--- src/rtl/scarv_cop_palu_subtractor_seq_if.sv ---
// Request/response handshake bundle between the COP issue stage and the
// digit-serial packed subtractor.
interface scarv_cop_palu_subtractor_seq_if;
  logic        req_valid;
  logic        req_ready;
  logic [31:0] req_a;
  logic [31:0] req_b;
  logic [2:0]  req_pw;
  logic        req_bi;
  logic        rsp_valid;
  logic        rsp_ready;
  logic [31:0] rsp_c;
  logic        rsp_bo;

  modport master (
    output req_valid, req_a, req_b, req_pw, req_bi, rsp_ready,
    input  req_ready, rsp_valid, rsp_c, rsp_bo
  );

  modport slave (
    input  req_valid, req_a, req_b, req_pw, req_bi, rsp_ready,
    output req_ready, rsp_valid, rsp_c, rsp_bo
  );
endinterface

--- src/rtl/scarv_cop_palu_subtractor_seq.sv ---
// Digit-serial packed subtractor: c = a - b - bi per lane, DW bits per cycle,
// LSB digit first, with borrows cut at lane boundaries.
module scarv_cop_palu_subtractor_seq #(
  parameter int unsigned DW = 4
) (
  input  logic                                g_clk,
  input  logic                                g_reset,
  input  logic                                flush,
  scarv_cop_palu_subtractor_seq_if.slave      bus
);

  localparam int unsigned NDIG = 32 / DW;
  localparam int unsigned CntW = (NDIG > 1) ? $clog2(NDIG) : 1;

  if (!(DW == 1 || DW == 2 || DW == 4 || DW == 8 || DW == 16 || DW == 32)) begin : g_dw_check
    $error("scarv_cop_palu_subtractor_seq: DW must be one of 1,2,4,8,16,32");
  end

  typedef enum logic [1:0] {StIdle, StRun, StDone} state_e;

  state_e            state_q;
  logic [CntW-1:0]   cnt_q;
  logic [31:0]       a_q;
  logic [31:0]       b_q;
  logic [4:0]        lane_mask_q;
  logic              bi_q;
  logic              carry_q;
  logic [31:0]       c_q;
  logic              bo_q;
  logic              valid_q;

  logic [DW-1:0]     digit;
  logic              digit_cout;
  logic [31:0]       base;
  logic              last_digit;
  logic [4:0]        req_lane_mask;

  assign base       = 32'(cnt_q) * DW;
  assign last_digit = (32'(cnt_q) == NDIG - 1);

  // Lane mask = lanebits-1; a bit index is a lane start when its masked bits are zero.
  // Illegal pack widths fall back to a single 32-bit lane.
  always_comb begin
    req_lane_mask = 5'd31;
    case (bus.req_pw)
      3'b001:  req_lane_mask = 5'd31;
      3'b010:  req_lane_mask = 5'd15;
      3'b011:  req_lane_mask = 5'd7;
      3'b100:  req_lane_mask = 5'd3;
      3'b101:  req_lane_mask = 5'd1;
      default: req_lane_mask = 5'd31;
    endcase
  end

  // Ripple a + ~b + carry across the current digit, restarting the carry at lane starts.
  always_comb begin
    logic       carry;
    logic       cin;
    logic       abit;
    logic       nbbit;
    logic [4:0] idx;
    carry = carry_q;
    cin   = 1'b0;
    abit  = 1'b0;
    nbbit = 1'b0;
    idx   = '0;
    digit = '0;
    for (int unsigned j = 0; j < DW; j++) begin
      idx   = 5'(base) + 5'(j);
      abit  = a_q[idx];
      nbbit = ~b_q[idx];
      if (idx == 5'd0) begin
        cin = ~bi_q;
      end else if ((idx & lane_mask_q) == 5'd0) begin
        cin = 1'b1;
      end else begin
        cin = carry;
      end
      digit[j] = abit ^ nbbit ^ cin;
      carry    = (abit & nbbit) | (cin & (abit ^ nbbit));
    end
    digit_cout = carry;
  end

  always_ff @(posedge g_clk or posedge g_reset) begin
    if (g_reset) begin
      state_q     <= StIdle;
      cnt_q       <= '0;
      a_q         <= '0;
      b_q         <= '0;
      lane_mask_q <= '0;
      bi_q        <= 1'b0;
      carry_q     <= 1'b0;
      c_q         <= '0;
      bo_q        <= 1'b0;
      valid_q     <= 1'b0;
    end else if (flush) begin
      // Flush wins over accept and over the response handshake.
      state_q <= StIdle;
      cnt_q   <= '0;
      c_q     <= '0;
      bo_q    <= 1'b0;
      valid_q <= 1'b0;
    end else begin
      unique case (state_q)
        StIdle: begin
          if (bus.req_valid) begin
            a_q         <= bus.req_a;
            b_q         <= bus.req_b;
            lane_mask_q <= req_lane_mask;
            bi_q        <= bus.req_bi;
            carry_q     <= ~bus.req_bi;
            cnt_q       <= '0;
            c_q         <= '0;
            bo_q        <= 1'b0;
            state_q     <= StRun;
          end
        end
        StRun: begin
          c_q[base[4:0] +: DW] <= digit;
          carry_q              <= digit_cout;
          if (last_digit) begin
            bo_q    <= ~digit_cout;
            valid_q <= 1'b1;
            cnt_q   <= '0;
            state_q <= StDone;
          end else begin
            cnt_q <= cnt_q + 1'b1;
          end
        end
        StDone: begin
          if (bus.rsp_ready) begin
            valid_q <= 1'b0;
            state_q <= StIdle;
          end
        end
        default: state_q <= StIdle;
      endcase
    end
  end

  assign bus.req_ready = (state_q == StIdle);
  assign bus.rsp_valid = valid_q;
  assign bus.rsp_c     = c_q;
  assign bus.rsp_bo    = bo_q;

endmodule

--- src/flat_wrapper.sv ---
// flat-port wrapper written by rule: the top's interface ports become plain ports
module scarv_cop_palu_subtractor_seq_flat 
#(
  parameter int unsigned DW = 4
)
  (g_clk, g_reset, flush, bus_req_valid, bus_req_a, bus_req_b, bus_req_pw, bus_req_bi, bus_rsp_ready, bus_req_ready, bus_rsp_valid, bus_rsp_c, bus_rsp_bo);
  scarv_cop_palu_subtractor_seq_if bus_i ();
  input  logic g_clk;
  input  logic g_reset;
  input  logic flush;
  input wire logic [$bits(bus_i.req_valid)-1:0] bus_req_valid;
  input wire logic [$bits(bus_i.req_a)-1:0] bus_req_a;
  input wire logic [$bits(bus_i.req_b)-1:0] bus_req_b;
  input wire logic [$bits(bus_i.req_pw)-1:0] bus_req_pw;
  input wire logic [$bits(bus_i.req_bi)-1:0] bus_req_bi;
  input wire logic [$bits(bus_i.rsp_ready)-1:0] bus_rsp_ready;
  output wire logic [$bits(bus_i.req_ready)-1:0] bus_req_ready;
  output wire logic [$bits(bus_i.rsp_valid)-1:0] bus_rsp_valid;
  output wire logic [$bits(bus_i.rsp_c)-1:0] bus_rsp_c;
  output wire logic [$bits(bus_i.rsp_bo)-1:0] bus_rsp_bo;
  assign bus_i.req_valid = bus_req_valid;
  assign bus_i.req_a = bus_req_a;
  assign bus_i.req_b = bus_req_b;
  assign bus_i.req_pw = bus_req_pw;
  assign bus_i.req_bi = bus_req_bi;
  assign bus_i.rsp_ready = bus_rsp_ready;
  assign bus_req_ready = bus_i.req_ready;
  assign bus_rsp_valid = bus_i.rsp_valid;
  assign bus_rsp_c = bus_i.rsp_c;
  assign bus_rsp_bo = bus_i.rsp_bo;
  scarv_cop_palu_subtractor_seq #(.DW(DW)) u_core (.g_clk(g_clk), .g_reset(g_reset), .flush(flush), .bus(bus_i));
endmodule
--- config.mk ---
export PLATFORM = sky130hd
export DESIGN_NAME = scarv_cop_palu_subtractor_seq_flat
export DESIGN_NICKNAME = d
export VERILOG_FILES = /design/src/rtl/scarv_cop_palu_subtractor_seq_if.sv /design/src/rtl/scarv_cop_palu_subtractor_seq.sv /design/src/flat_wrapper.sv
export SDC_FILE = /design/constraint.sdc
export NUM_CORES = 1
export LEC_CHECK = 0
export BUFFER_PORTS_ARGS = -buffer_cell sky130_fd_sc_hd__buf_2
export CORE_MARGIN = 5
export CORE_UTILIZATION = 30
export CTS_CLUSTER_SIZE = 20
export DETAILED_ROUTE_END_ITERATION = 6
export PLACE_DENSITY = 0.51
export SYNTH_ARGS = -nofsm -noshare
export SYNTH_HDL_FRONTEND = slang
export SYNTH_SLANG_ARGS = --single-unit
--- constraint.sdc ---
create_clock -name g_clk -period 4.6 [get_ports g_clk]
set_clock_uncertainty 0.1 [all_clocks]
set_input_delay 1.15 -clock g_clk [delete_from_list [all_inputs] [get_ports g_clk]]
set_output_delay 1.15 -clock g_clk [all_outputs]
set_load 0.03 [all_outputs]
* Yosys cells after proc, flatten, opt, wreduce, memory -nomap -nowiden
Index checks and enable logic that the tools add are counted. W data, S select, Z words.
Word-level totals: register bits 110, bits of input ports 73, output and inout bits 35, logic and storage cells 130
Cells by class: $add $sub $neg 5, $lt $le $gt $ge 4, equal/unequal tests 11, shift-type cells 2, mux-type cells 48, bitwise logic cells 32, reductions and logical operators 18
Operator list (number):
- $mux W32 | 2
- $pmux W32 S2 | 1
- $logic_not A5 Y1 | 8
- $bwmux W32 | 1
- $shift A4 B7 Y32 const A | 1
- $shiftx A4 B7 Y32 | 1
- $bmux W1 S5 | 6
- $lt A5 B6 Y1 const B | 4
- $mux W1 | 23
- $and A5 B5 Y5 | 4
- $pmux W5 S4 | 1
- $reduce_and A3 Y1 | 5
- $add A5 B2 Y5 const B | 2
- $eq A3 B3 Y1 const B | 3
- $mux W3 | 3
- $and A1 B1 Y1 | 8
- $mux W2 | 4
- $not A1 Y1 | 8
- $xor A1 B1 Y1 | 8
- $neg A5 Y7 | 1
- $bmux W1 S3 | 2
- $eq A3 B2 Y1 const B | 2
- $ne A3 B3 Y1 const B | 2
- $pmux W1 S2 | 3
- other kinds (13) | 17

* Logic depth before layout (Yosys ltp)
word-level depth 22, gate-level depth with buffers 16, gate-level depth less buffers 14

* Worst setup path before layout
Ideal clock, no wire load.
path kind register -> register, from register u_core.cnt_q[1], to register u_core.c_q[31] (netlist: u_core.bus.rsp_c[31]), library setup time 0.068 ns, data arrival time 3.702 ns, required time 4.432 ns, slack 0.730 ns, cell stages (with the launch flop) 17, path buffers 2, period minus slack after synthesis 3.870 ns, cells stage by stage dfrtp_1 > buf_2 > buf_2 > inv_1 > ha_1 > ha_1 > nor2_1 > a22oi_1 > fa_1 > nor2_1 > fa_1 > o21ai_0 > fa_1 > nor2_1 > fa_1 > nor3_1 > a32o_1
Between the ends: word-level cells in the longest chain between the ends 21, elaborated cells between the ends (all ways) 66, those cells by class add/sub (4); shift (2); mux (27); bitwise (25); reduce/logical (8)
Ends and longest elaborated chain:
- from (decl) | line scarv_cop_palu_subtractor_seq.sv:22 | logic [CntW-1:0] cnt_q;
- from (signal assigned) | line scarv_cop_palu_subtractor_seq.sv:128 | cnt_q <= cnt_q + 1'b1;
- branches (longest 18 deep; another with $add A5 B1 Y5)
- $bwmux W32 (*) | line scarv_cop_palu_subtractor_seq.sv:120 | c_q[base[4:0] +: DW] <= digit;
- $pmux W32 S2 (*) | line scarv_cop_palu_subtractor_seq.sv:105 | unique case (state_q)
- $mux W32 (*) | line scarv_cop_palu_subtractor_seq.sv:97 | end else if (flush) begin
- to (signal, indexed assignment) | line scarv_cop_palu_subtractor_seq.sv:120
- to (decl) | line scarv_cop_palu_subtractor_seq.sv:28 | logic [31:0] c_q;
Every way passes the cells marked *. The select of a mux whose other input is x is not followed. A chain may end at the register's enable or synchronous reset.

* Worst setup path in the final report
from register u_core.cnt_q[0], to register u_core.c_q[31] (netlist: u_core.bus.rsp_c[31])
The elaborated chain is that of the path after synthesis.

==> impl_results.md <==
* Hold Buf Count CTS at 0
* GR Layer Usage met1 at 0.1777
* Startpoint types: flop
* RSZ-0062 raised after global routing: no
* GRT Total Usage at 0.1331
* R2R Path Start: u_core.cnt_q[0]
* Core Util, Final at 0.3730
* Placed Cells at slightly below 700
* DRT Pass-1 Iters at 4
* Vias post-DR at between 3000 and 4000
* Crit path capture type: flop
* Reg clk slew, reported paths at roughly 70 ps
* Core area at 16700 µm²
* EDFF count, synth at 0
* Slew margin rel. at 0.2487
* Pwr/cell area at 427.7 nW/µm²
* CP startpoint: u_core.cnt_q[0]
* Largest net degree at the start of global routing at 90
* Tot Pwr at 2.665 mW
* Switching part of the total at 0.2794
* Seq/Total Area, Yosys at 0.5367
* Clk network pwr share at 0.336
* WS Path Type: flop to flop
* Number of synthesized register bits at 110
* Cells along the critical path: inv_2, ha_1, ha_1, nor2_1, a22oi_1, fa_1, nor2_1, fa_1, o21ai_0, fa_1, nor2_1, fa_1, nor3_1, a32o_1
* DR WL/cell at around 18 µm
* Hold Fails Final Rpt at 0
* Lkg Pwr at between 2 and 3 nW
* Clock root buffer: clkbuf_16
* DIE AREA at 19810 µm²
* Synth Flop Type: dfrtp_1
* # rows at 47
* Layout area overhead at 21.47%
* Combinational power share at 0.213
* Post-CTS resize count at 0
* GPL Wtd Cong at 0.7851
* Nets at around 560
* Die height at 140.8 µm
* Part of the power in registers at 0.451
* Initial antenna violation count at 0
* Max_cap viols at 0
* CTS Buffer Depth at 2
* CP Buf/Inv Count at 1
* Die Wd at approximately 140 µm
* Area of the mapped netlist at ~5000 µm²
* GR Layer Usage met3 at 0.03725
* Critical Path Most Common Cell: fa_1
* Final min period at 3922 ps
* Slowest stage cell on the critical path: dfrtp_2
* Critical Path Max Stage Delay at 630 ps
* Tcrit/Tclk final at 0.8526
* VDD IR-drop max at between 0.0002 and 0.00025 V
* Synthesis Warnings at 0
* Power Internal at ~1.9 mW
* Antenna Cells at 0
* First-pass GRT wire length at a little over 20000 µm
* CTS tree: done
* Synthesized instance count at roughly 370
* P_sw at around 0.74 mW
* Delay-heaviest family, CP: adder cells
* Remaining DRCs at 0
* Port Buf Inserts at between 100 and 150
* I/O Pins at ~110
* Worst skew pair latency at around 350 ps
* Syn Nets at 455
* Finished Layout Cells at between 700 and 800
* Fin. max-slew vios at 0
* Met2 usage at 0.2145
* GRT overflow at 0
* Fmax at ~250 MHz
* Hold_sp: u_core.bus.rsp_c[5]
* Hpwl dp at about 9500 µm
* Number of vias per cell at about 4.8
* Post-CTS Setup Inserts at 0
* Leading area contributor after synthesis: dfrtp_1
* Avg Cell Area, Syn at approximately 14 µm²
* CTS Buf Count at 9
* Status: complete, no violations
* Initial core utilization at 0.3071
* Crit Path Max Fanout at 17
* Post-synth top area share at 0.5367
* Layout cell share with drive strength beyond 1 at 0.4845
* HP Class: flop to flop
* Number of global-route vias before repair at between 3000 and 4000
* DR iter-0 viols at about 210
* Clk sinks at 110
* FFs w/ async S/R, synth at 1.000
* Worst endpoint required time at roughly 4800 ps
* R2R Setup Slk at between 600 and 700 ps
* Post-synth cell types at 44
* Gr busiest metal: met2
* Setup violations, final at 0
* Register area at between 2000 and 3000 µm²
* Post-Route WL at between 10000 and 15000 µm
* H-tree depth at 3
* Fillers at approximately 1700
* Most common cell in the netlist: dfrtp_1
* Post-route ant nets at 0
* Largest cells by area after synthesis: dfrtp_1 54%, mux2_2 16%, mux4_2 7.0%, nand2_1 2.1%, a32o_1 1.8%
* Top cells by count, synth: 110 x dfrtp_1, 71 x mux2_2, 29 x nand2_1
* Worst-Margin Slew at around 1100 ps
* CP arrival at a little over 4000 ps
* Setup TNS at 0 ps
* Multi-input gate area at between 2000 and 2500 µm²
[per-stage QoR]
step                hold slack (ps)  cell area (µm²)  setup WS [ps]
floorplan                     350.5             5129          447.7
global placement              381.3             5884          785.2
detailed placement            381.3             5884          674.2
CTS                           397.2             6230          641.9
global route                  409.5             6230          331.9
finish                        390.1             6230          678.2
[cell type report]
type,instances,share of cell area
Multi-Input combinational cell,233,0.3569
Timing Repair Buffer,115,0.09560
Clock buffer,9,0.03615
Sequential cell,110,0.4421
Inverter,9,0.005824
Tap cell,220,0.04419
Clock inverter,7,0.01928
[per-layer routing]
metal	part of all wire	vias up
li1	-	1579
met1	0.45	1720
met4	0.010	0
met2	0.49	94
met3	0.056	9
met5	0	-
[registers in the layout, summed over array words and instances, names as in the netlist]
name,count
u_core.a_q,32
u_core.b_q,32
u_core.bi_q,1
u_core.bus.rsp_bo,1
u_core.bus.rsp_c,32
u_core.bus.rsp_valid,1
u_core.carry_q,1
u_core.cnt_q,3
u_core.lane_mask_q,5
u_core.state_q,2
[cell families (layout without fill, tap and decap cells)]
kind of cell,Yosys count,count (layout),synth area share
AOI/OAI and AO/OA,52,52,0.07758
xor gates and xnor gates,1,1,0.001708
adders and majority gates,11,11,0.03269
buffers and inverters,28,140,0.03147
DFF,110,110,0.5367
muxes,95,95,0.2427
and+or+nand+nor,74,74,0.07709
[cell usage in the layout (no fill, tap or decap), types with 4 or more instances in the layout]
master,n
mux2_1,4
mux2i_1,4
clkbuf_16,9
fa_1,4
nor2_1,16
mux2_2,71
nor3_1,8
o2bb2ai_1,8
nand2_1,29
inv_1,6
dfrtp_1,109
a32o_1,9
o21ai_1,6
ha_1,7
buf_4,8
buf_2,107
a22o_1,8
o21ai_0,9
mux4_2,16
[worst paths after layout]
kind                                        endpoint  cells after the start
worst max-delay path            u_core.bus.rsp_c[31]                     14
worst min-delay path             u_core.bus.rsp_c[5]                      1
worst max register to register  u_core.bus.rsp_c[31]                     14
worst min register to register   u_core.bus.rsp_c[5]                      1
max in group asynchronous       u_core.bus.rsp_c[25]                      3
min in group asynchronous              u_core.a_q[4]                      2
[power by group through the flow]
stage / Clock, mW / Sequential (mW) / Combinational (mW)
2_1_floorplan: 0 / 1.18 / 0.411
3_3_place_gp: 0 / 1.22 / 0.563
3_5_place_dp: 0 / 1.23 / 0.574
4_1_cts: 0.924 / 1.21 / 0.578
5_1_grt: 0.952 / 1.22 / 0.624
6_report: 0.894 / 1.20 / 0.568
No activity file was read; power rests on OpenSTA's default activity.
